## src/rtl/dsp_sched_pkg.sv

```systemverilog
// Shared types and helpers for the round-robin DSP scheduler.
package dsp_sched_pkg;

    localparam int ABD_WIDTH_DEF = 18;
    localparam int C_WIDTH_DEF   = 48;

    // The arbiter is written once for the largest supported requester count;
    // smaller instances zero-pad their valid vector up to MAX_N.
    localparam int MAX_N    = 8;
    localparam int ID_MAX_W = 3;

    typedef logic [ID_MAX_W-1:0] req_id_t;

    typedef struct packed {
        logic    found;
        req_id_t idx;
    } rr_pick_t;

    // Search for the first valid requester starting at ptr and wrapping.
    // Wrapping modulo MAX_N gives the same order as wrapping modulo N,
    // because the padded bits N..MAX_N-1 are always zero and get skipped.
    function automatic rr_pick_t rr_pick(input logic [MAX_N-1:0] valid, input req_id_t ptr);
        rr_pick_t r;
        req_id_t  idx;
        r = '0;
        for (int k = 0; k < MAX_N; k++) begin
            idx = ptr + req_id_t'(k);
            if (!r.found && valid[idx]) begin
                r.found = 1'b1;
                r.idx   = idx;
            end
        end
        return r;
    endfunction

endpackage

```

## src/rtl/dsp_pipe.sv

```systemverilog
// Free-running pipelined P = ((D + B) * A) + C with an ID/valid sideband.
// Stages: operand capture, pre-add, multiply, LATENCY-4 delays, post-add.
module dsp_pipe
    import dsp_sched_pkg::*;
#(
    parameter int LATENCY   = 4,
    parameter int ABD_WIDTH = ABD_WIDTH_DEF,
    parameter int C_WIDTH   = C_WIDTH_DEF,
    parameter int ID_W      = 2
) (
    input  logic                 clk,
    input  logic                 rst,
    input  logic                 in_valid,
    input  logic [ID_W-1:0]      in_id,
    input  logic [ABD_WIDTH-1:0] in_a,
    input  logic [ABD_WIDTH-1:0] in_b,
    input  logic [ABD_WIDTH-1:0] in_d,
    input  logic [C_WIDTH-1:0]   in_c,
    output logic                 out_valid,
    output logic [ID_W-1:0]      out_id,
    output logic [C_WIDTH-1:0]   out_p
);

    localparam int SUM_W  = ABD_WIDTH + 1;
    localparam int PROD_W = SUM_W + ABD_WIDTH;
    localparam int DLY    = LATENCY - 4;

    typedef struct packed {
        logic               v;
        logic [ID_W-1:0]    id;
        logic [PROD_W-1:0]  prod;
        logic [C_WIDTH-1:0] c;
    } mul_stage_t;

    logic                 s0_v_q;
    logic [ID_W-1:0]      s0_id_q;
    logic [ABD_WIDTH-1:0] s0_a_q, s0_b_q, s0_d_q;
    logic [C_WIDTH-1:0]   s0_c_q;

    logic                 s1_v_q;
    logic [ID_W-1:0]      s1_id_q;
    logic [ABD_WIDTH-1:0] s1_a_q;
    logic [SUM_W-1:0]     s1_sum_q;
    logic [C_WIDTH-1:0]   s1_c_q;

    mul_stage_t           s2_q;
    mul_stage_t           tail;

    logic                 out_v_q;
    logic [ID_W-1:0]      out_id_q;
    logic [C_WIDTH-1:0]   out_p_q;

    // Operand capture, pre-add and multiply stages.
    always_ff @(posedge clk) begin
        if (rst) begin
            s0_v_q   <= 1'b0;
            s0_id_q  <= '0;
            s0_a_q   <= '0;
            s0_b_q   <= '0;
            s0_d_q   <= '0;
            s0_c_q   <= '0;
            s1_v_q   <= 1'b0;
            s1_id_q  <= '0;
            s1_a_q   <= '0;
            s1_sum_q <= '0;
            s1_c_q   <= '0;
            s2_q     <= '0;
        end else begin
            s0_v_q   <= in_valid;
            s0_id_q  <= in_id;
            s0_a_q   <= in_a;
            s0_b_q   <= in_b;
            s0_d_q   <= in_d;
            s0_c_q   <= in_c;
            s1_v_q   <= s0_v_q;
            s1_id_q  <= s0_id_q;
            s1_a_q   <= s0_a_q;
            s1_sum_q <= SUM_W'(s0_d_q) + SUM_W'(s0_b_q);
            s1_c_q   <= s0_c_q;
            s2_q.v    <= s1_v_q;
            s2_q.id   <= s1_id_q;
            s2_q.prod <= PROD_W'(s1_sum_q) * PROD_W'(s1_a_q);
            s2_q.c    <= s1_c_q;
        end
    end

    // Optional balancing delay between the multiplier and the post-adder.
    generate
        if (DLY > 0) begin : g_delay
            mul_stage_t dly_q [DLY];

            // Shift the multiply result and its sideband through the delay line.
            always_ff @(posedge clk) begin
                if (rst) begin
                    for (int k = 0; k < DLY; k++) begin
                        dly_q[k] <= '0;
                    end
                end else begin
                    dly_q[0] <= s2_q;
                    for (int k = 1; k < DLY; k++) begin
                        dly_q[k] <= dly_q[k-1];
                    end
                end
            end

            assign tail = dly_q[DLY-1];
        end else begin : g_nodelay
            assign tail = s2_q;
        end
    endgenerate

    // Post-add stage; the sum wraps modulo 2^C_WIDTH.
    always_ff @(posedge clk) begin
        if (rst) begin
            out_v_q  <= 1'b0;
            out_id_q <= '0;
            out_p_q  <= '0;
        end else begin
            out_v_q  <= tail.v;
            out_id_q <= tail.id;
            out_p_q  <= C_WIDTH'(tail.prod) + tail.c;
        end
    end

    assign out_valid = out_v_q;
    assign out_id    = out_id_q;
    assign out_p     = out_p_q;

endmodule

```

## src/rtl/dsp_rr_scheduler.sv

```systemverilog
// Round-robin arbiter that feeds N requesters into one shared DSP pipeline
// and routes each result back to the requester that issued it.
module dsp_rr_scheduler
    import dsp_sched_pkg::*;
#(
    parameter int N         = 4,
    parameter int LATENCY   = 4,
    parameter int ABD_WIDTH = ABD_WIDTH_DEF,
    parameter int C_WIDTH   = C_WIDTH_DEF,
    localparam int ID_W     = $clog2(N),
    localparam int CNT_W    = $clog2(LATENCY + 1)
) (
    input  logic                   clk,
    input  logic                   rst,
    input  logic                   en,
    input  logic [N-1:0]           req_valid,
    output logic [N-1:0]           req_ready,
    input  logic [N*ABD_WIDTH-1:0] req_a,
    input  logic [N*ABD_WIDTH-1:0] req_b,
    input  logic [N*ABD_WIDTH-1:0] req_d,
    input  logic [N*C_WIDTH-1:0]   req_c,
    output logic [N-1:0]           rsp_valid,
    output logic [ID_W-1:0]        rsp_id,
    output logic [C_WIDTH-1:0]     rsp_p,
    output logic [CNT_W-1:0]       inflight
);

    req_id_t              ptr_q, ptr_d;
    logic [CNT_W-1:0]     cnt_q, cnt_d;
    logic [MAX_N-1:0]     valid_ext;
    rr_pick_t             pick;
    logic                 issue;
    logic [ABD_WIDTH-1:0] sel_a, sel_b, sel_d;
    logic [C_WIDTH-1:0]   sel_c;

    logic                 pipe_valid;
    logic [ID_W-1:0]      pipe_id;
    logic [C_WIDTH-1:0]   pipe_p;

    // Grant selection, operand slice mux and next pointer/occupancy.
    always_comb begin
        valid_ext          = '0;
        valid_ext[N-1:0]   = req_valid;
        pick               = rr_pick(valid_ext, ptr_q);
        issue              = pick.found & en & ~rst;
        req_ready          = issue ? (N'(1) << pick.idx) : '0;
        sel_a              = req_a[int'(pick.idx)*ABD_WIDTH +: ABD_WIDTH];
        sel_b              = req_b[int'(pick.idx)*ABD_WIDTH +: ABD_WIDTH];
        sel_d              = req_d[int'(pick.idx)*ABD_WIDTH +: ABD_WIDTH];
        sel_c              = req_c[int'(pick.idx)*C_WIDTH +: C_WIDTH];

        ptr_d = ptr_q;
        if (issue) begin
            ptr_d = (pick.idx == req_id_t'(N - 1)) ? '0 : pick.idx + req_id_t'(1);
        end

        cnt_d = cnt_q;
        case ({issue, pipe_valid})
            2'b10:   cnt_d = cnt_q + CNT_W'(1);
            2'b01:   cnt_d = cnt_q - CNT_W'(1);
            default: cnt_d = cnt_q;
        endcase
    end

    // Round-robin pointer and in-flight counter.
    always_ff @(posedge clk) begin
        if (rst) begin
            ptr_q <= '0;
            cnt_q <= '0;
        end else begin
            ptr_q <= ptr_d;
            cnt_q <= cnt_d;
        end
    end

    dsp_pipe #(
        .LATENCY   (LATENCY),
        .ABD_WIDTH (ABD_WIDTH),
        .C_WIDTH   (C_WIDTH),
        .ID_W      (ID_W)
    ) u_pipe (
        .clk       (clk),
        .rst       (rst),
        .in_valid  (issue),
        .in_id     (ID_W'(pick.idx)),
        .in_a      (sel_a),
        .in_b      (sel_b),
        .in_d      (sel_d),
        .in_c      (sel_c),
        .out_valid (pipe_valid),
        .out_id    (pipe_id),
        .out_p     (pipe_p)
    );

    // Decode the returning ID into a one-hot strobe.
    always_comb begin
        rsp_valid = pipe_valid ? (N'(1) << pipe_id) : '0;
    end

    assign rsp_id   = pipe_id;
    assign rsp_p    = pipe_p;
    assign inflight = cnt_q;

endmodule

```

## config.mk

```make
export PLATFORM = sky130hd
export DESIGN_NAME = dsp_rr_scheduler
export DESIGN_NICKNAME = d
export VERILOG_FILES = /design/src/rtl/dsp_sched_pkg.sv /design/src/rtl/dsp_pipe.sv /design/src/rtl/dsp_rr_scheduler.sv
export SDC_FILE = /design/constraint.sdc
export NUM_CORES = 2
export LEC_CHECK = 0
export ABC_CLOCK_PERIOD_IN_PS = 12800
export CORE_MARGIN = 2
export CORE_UTILIZATION = 45
export DETAILED_ROUTE_END_ITERATION = 8
export HOLD_SLACK_MARGIN = 0.02
export PLACE_DENSITY = 0.78
export SYNTH_ARGS = -nofsm -noshare
export SYNTH_HDL_FRONTEND = slang
export SYNTH_SLANG_ARGS = --single-unit
```

## constraint.sdc

```tcl
create_clock -name clk -period 12.8 [get_ports clk]
set_clock_uncertainty 0.15 [all_clocks]
set_input_delay 1.28 -clock clk [delete_from_list [all_inputs] [get_ports clk]]
set_output_delay 1.28 -clock clk [all_outputs]
set_load 0.005 [all_outputs]
```

==> results.cfg <==
[grt]
grt_usage = 0.250
grt_overflow = 0
grt_pass1_vias = 25287
grt_max_degree = 216
grt-busiest-layer = met2
met2_usage = 0.424
met3_usage = 0.0362
antenna_found_initial = 5
gr-usage-met1 = 0.323
grt_pass1_wl_um = 136000

[synthesis]
synth_cells = 3452
async_flop_share = 0
synthFlopType = dfxtp_1
synth.distinct_cells = 74
synthesis.nets = 4315
synth_warnings = 0
avgSynthCellArea_sq_um = 8.65
ys_seq_area_frac = 0.227
ys_ff_latch = 338
synth_area_sq_um = 29800
synth_edf_count = 0

[clock_network]
cts_sinks = 338
h-tree-depth = 2
cts_buffer_depth = 3
cts_tree = yes
cts_root_buffer = clkbuf_16
cts_setup_buffers = 0
cts_resized = 0
clk_latency_ns = 0.58
clk_pin_slew_ns = 0.06
cts_buffers = 37
cts_hold_buf = 0

[sta]
finalHoldViolCount = 0
worst_slew_pin_slew_ns = 1.17
max_slew_margin = 0.217
hold_slack_ns = 0.266
slew_violations = 0
fin_crit_ns = 7.44
rsz0062_at_grt = false
fmax_mhz = 134
setup_viol = 0
min_period_over_period = 0.581
tns_ns = 0

[pwr]
p_per_area_nw_per_um2 = 174
power_uw = 6320
ir_drop_mv = 0.213
leakage_uw = 0.0163

[place]
port_buffers = 475
place_congestion = 0.909
hpwl_um = 67000
placed_area_sq_um = 34900

[drt]
antenna_left = 0
vias_per_cell = 5.59
drc = 0
dr.pass1.iters = 5
dr_total_vias = 26045
wire_per_inst_um = 18.6
drtIter0Drc = 1774
wl_um = 86700

[hold_path]
hold_start = u_pipe.s2_q[86]$_SDFF_PP0_
min_path_cells = 1
holdPathEnd = u_pipe.out_id[1]$_SDFF_PP0_
holdCritPathClass = reg2reg

[floorplan]
die_height_um = 262
io_pins = 476
die_area_sq_um = 68400
initial_core_util = 0.454
rows = 94
coreArea_sq_um = 65700
die_w_um = 262

[critical_path]
reg2regPathDepth = 19
crit_chain = nand2_1 -> fa_1 -> fa_1 -> fa_1 -> inv_1 -> fa_1 -> fa_1 -> inv_1 -> fa_1 -> inv_1 -> ha_1 -> nand4_1 -> nor4_1 -> or2_1 -> o2111ai_1 -> a2111oi_0 -> o2111a_1 -> nor3_1 -> or4b_1
reg2reg_slack_ns = 5.36
crit_slowest_cell = dfxtp_1
cpPeakStageDelay_ns = 0.84
cp_top_family = adder cells
reg2reg_to = u_pipe.s2_q[82]$_SDFF_PP0_
rr_startpoint = u_pipe.s1_sum_q[9]$_SDFF_PP0_
required_ns = 13.07
path_buf_inv = 3
path_common_cell = fa_1
crit_path_end_kind = register
worst_ep_arrival_time_ns = 7.71
cp-start-kind = register
crit_fanout = 18
critPathKind = reg2reg

[finish]
drive_gt1_frac = 0.0287
post-route-util = 0.551
multi_input_area_sq_um = 20800
fillers = 5893
areaGrowthSynthToFinish_pct = 21.3
layout_commonest_cell = clkdlybuf4s50_1
area.sequential_sq_um = 6770
nets = 4629
final_cell_area_sq_um = 36200
final_cell_mix = clkdlybuf4s50_1, nand2_1, inv_1

[run_status]
status = complete, no violations

[flow_run]
drv_cap = 0
per-layer routing:
layer / share of wire / wire length (um)
met5: 0.00031 / 27
met4: 0.038 / 3280
met3: 0.058 / 5070
met2: 0.49 / 42300
met1: 0.42 / 36000
kinds of logic (layout without fill, tap and decap cells):
kind of cell | after synthesis | after routing | share of synthesized area
simple gates | 1009 | 1009 | 0.164
fa+ha+maj | 448 | 448 | 0.257
buf+inv | 569 | 909 | 0.0770
mux | 220 | 220 | 0.0759
xor+xnor | 49 | 49 | 0.0144
flops | 338 | 338 | 0.227
other cells | 0 | 4 | 0
compound gates | 819 | 819 | 0.185
cell usage after synthesis, drive strengths merged (102+ instances only):
master | instances | area (sq um)
clkbuf | 162 | 608
nor2 | 110 | 418
dfxtp | 338 | 6770
ha | 173 | 2160
inv | 354 | 1330
o21ai | 267 | 1340
o211ai | 210 | 1580
fa | 275 | 5510
and2 | 170 | 1060
mux2i | 206 | 2060
nor2b | 149 | 932
nand2 | 441 | 1660
a22o | 102 | 893
flip-flops by register name (all words and copies together) (netlist names):
name	cells
u_pipe.s2_q	88
u_pipe.out_p	48
u_pipe.s0_c_q	48
u_pipe.s1_c_q	48
u_pipe.s1_sum_q	19
u_pipe.s0_a_q	18
u_pipe.s0_b_q	18
u_pipe.s0_d_q	18
u_pipe.s1_a_q	18
inflight	3
ptr_q	3
u_pipe.out_id	2
u_pipe.s0_id_q	2
u_pipe.s1_id_q	2
u_pipe.out_valid	1
u_pipe.s0_v_q	1
u_pipe.s1_v_q	1
worst max-delay path by stage:
stage                                   startpoint                          to  slack [ns]  cells after the start
global route         u_pipe.s1_sum_q[9]$_SDFF_PP0_  u_pipe.s2_q[82]$_SDFF_PP0_        4.92                     19
finish               u_pipe.s1_sum_q[9]$_SDFF_PP0_  u_pipe.s2_q[82]$_SDFF_PP0_        5.36                     19
floorplan           u_pipe.s1_sum_q[11]$_SDFF_PP0_  u_pipe.s2_q[82]$_SDFF_PP0_        6.19                     21
CTS                  u_pipe.s1_sum_q[9]$_SDFF_PP0_  u_pipe.s2_q[82]$_SDFF_PP0_        5.37                     19
detailed placement   u_pipe.s1_sum_q[9]$_SDFF_PP0_  u_pipe.s2_q[82]$_SDFF_PP0_        5.40                     19
global placement       u_pipe.s1_a_q[3]$_SDFF_PP0_  u_pipe.s2_q[82]$_SDFF_PP0_        5.58                     19
worst register-to-register path, cell delays in order, from the launching register on:
cell,delay [ns]
dfxtp_1,0.84
nand2_1,0.18
fa_1,0.53
fa_1,0.46
fa_1,0.55
inv_1,0.06
fa_1,0.51
fa_1,0.50
inv_1,0.05
fa_1,0.49
inv_1,0.05
ha_1,0.34
nand4_1,0.17
nor4_1,0.27
or2_1,0.20
o2111ai_1,0.24
a2111oi_0,0.81
o2111a_1,0.33
nor3_1,0.07
or4b_1,0.52
cell type report:
type | count | area share
Antenna cell | 4 | 0.000276
Clock buffer | 47 | 0.0277
Clock inverter | 18 | 0.00874
Inverter | 354 | 0.0367
Multi-Input combinational cell | 2545 | 0.575
Sequential cell | 338 | 0.187
Tap cell | 864 | 0.0299
Timing Repair Buffer | 490 | 0.135
power breakdown:
part	internal [uW]	total, uW	leakage (uW)	switching [uW]
combinational	1550	3530	0.0129	1980
clock	687	1130	0.000640	445
sequential	1360	1660	0.00279	298
total	3590	6320	0.0163	2730
through the flow:
step                      std cells  setup slack (ns)
after global routing           4659              4.92
after floorplan                3452              6.19
after CTS                      4656              5.37
final                          4660              5.36
after detailed placement       4591              5.40
after global placement         4591              5.58
Power figures use the tool's default switching activity.
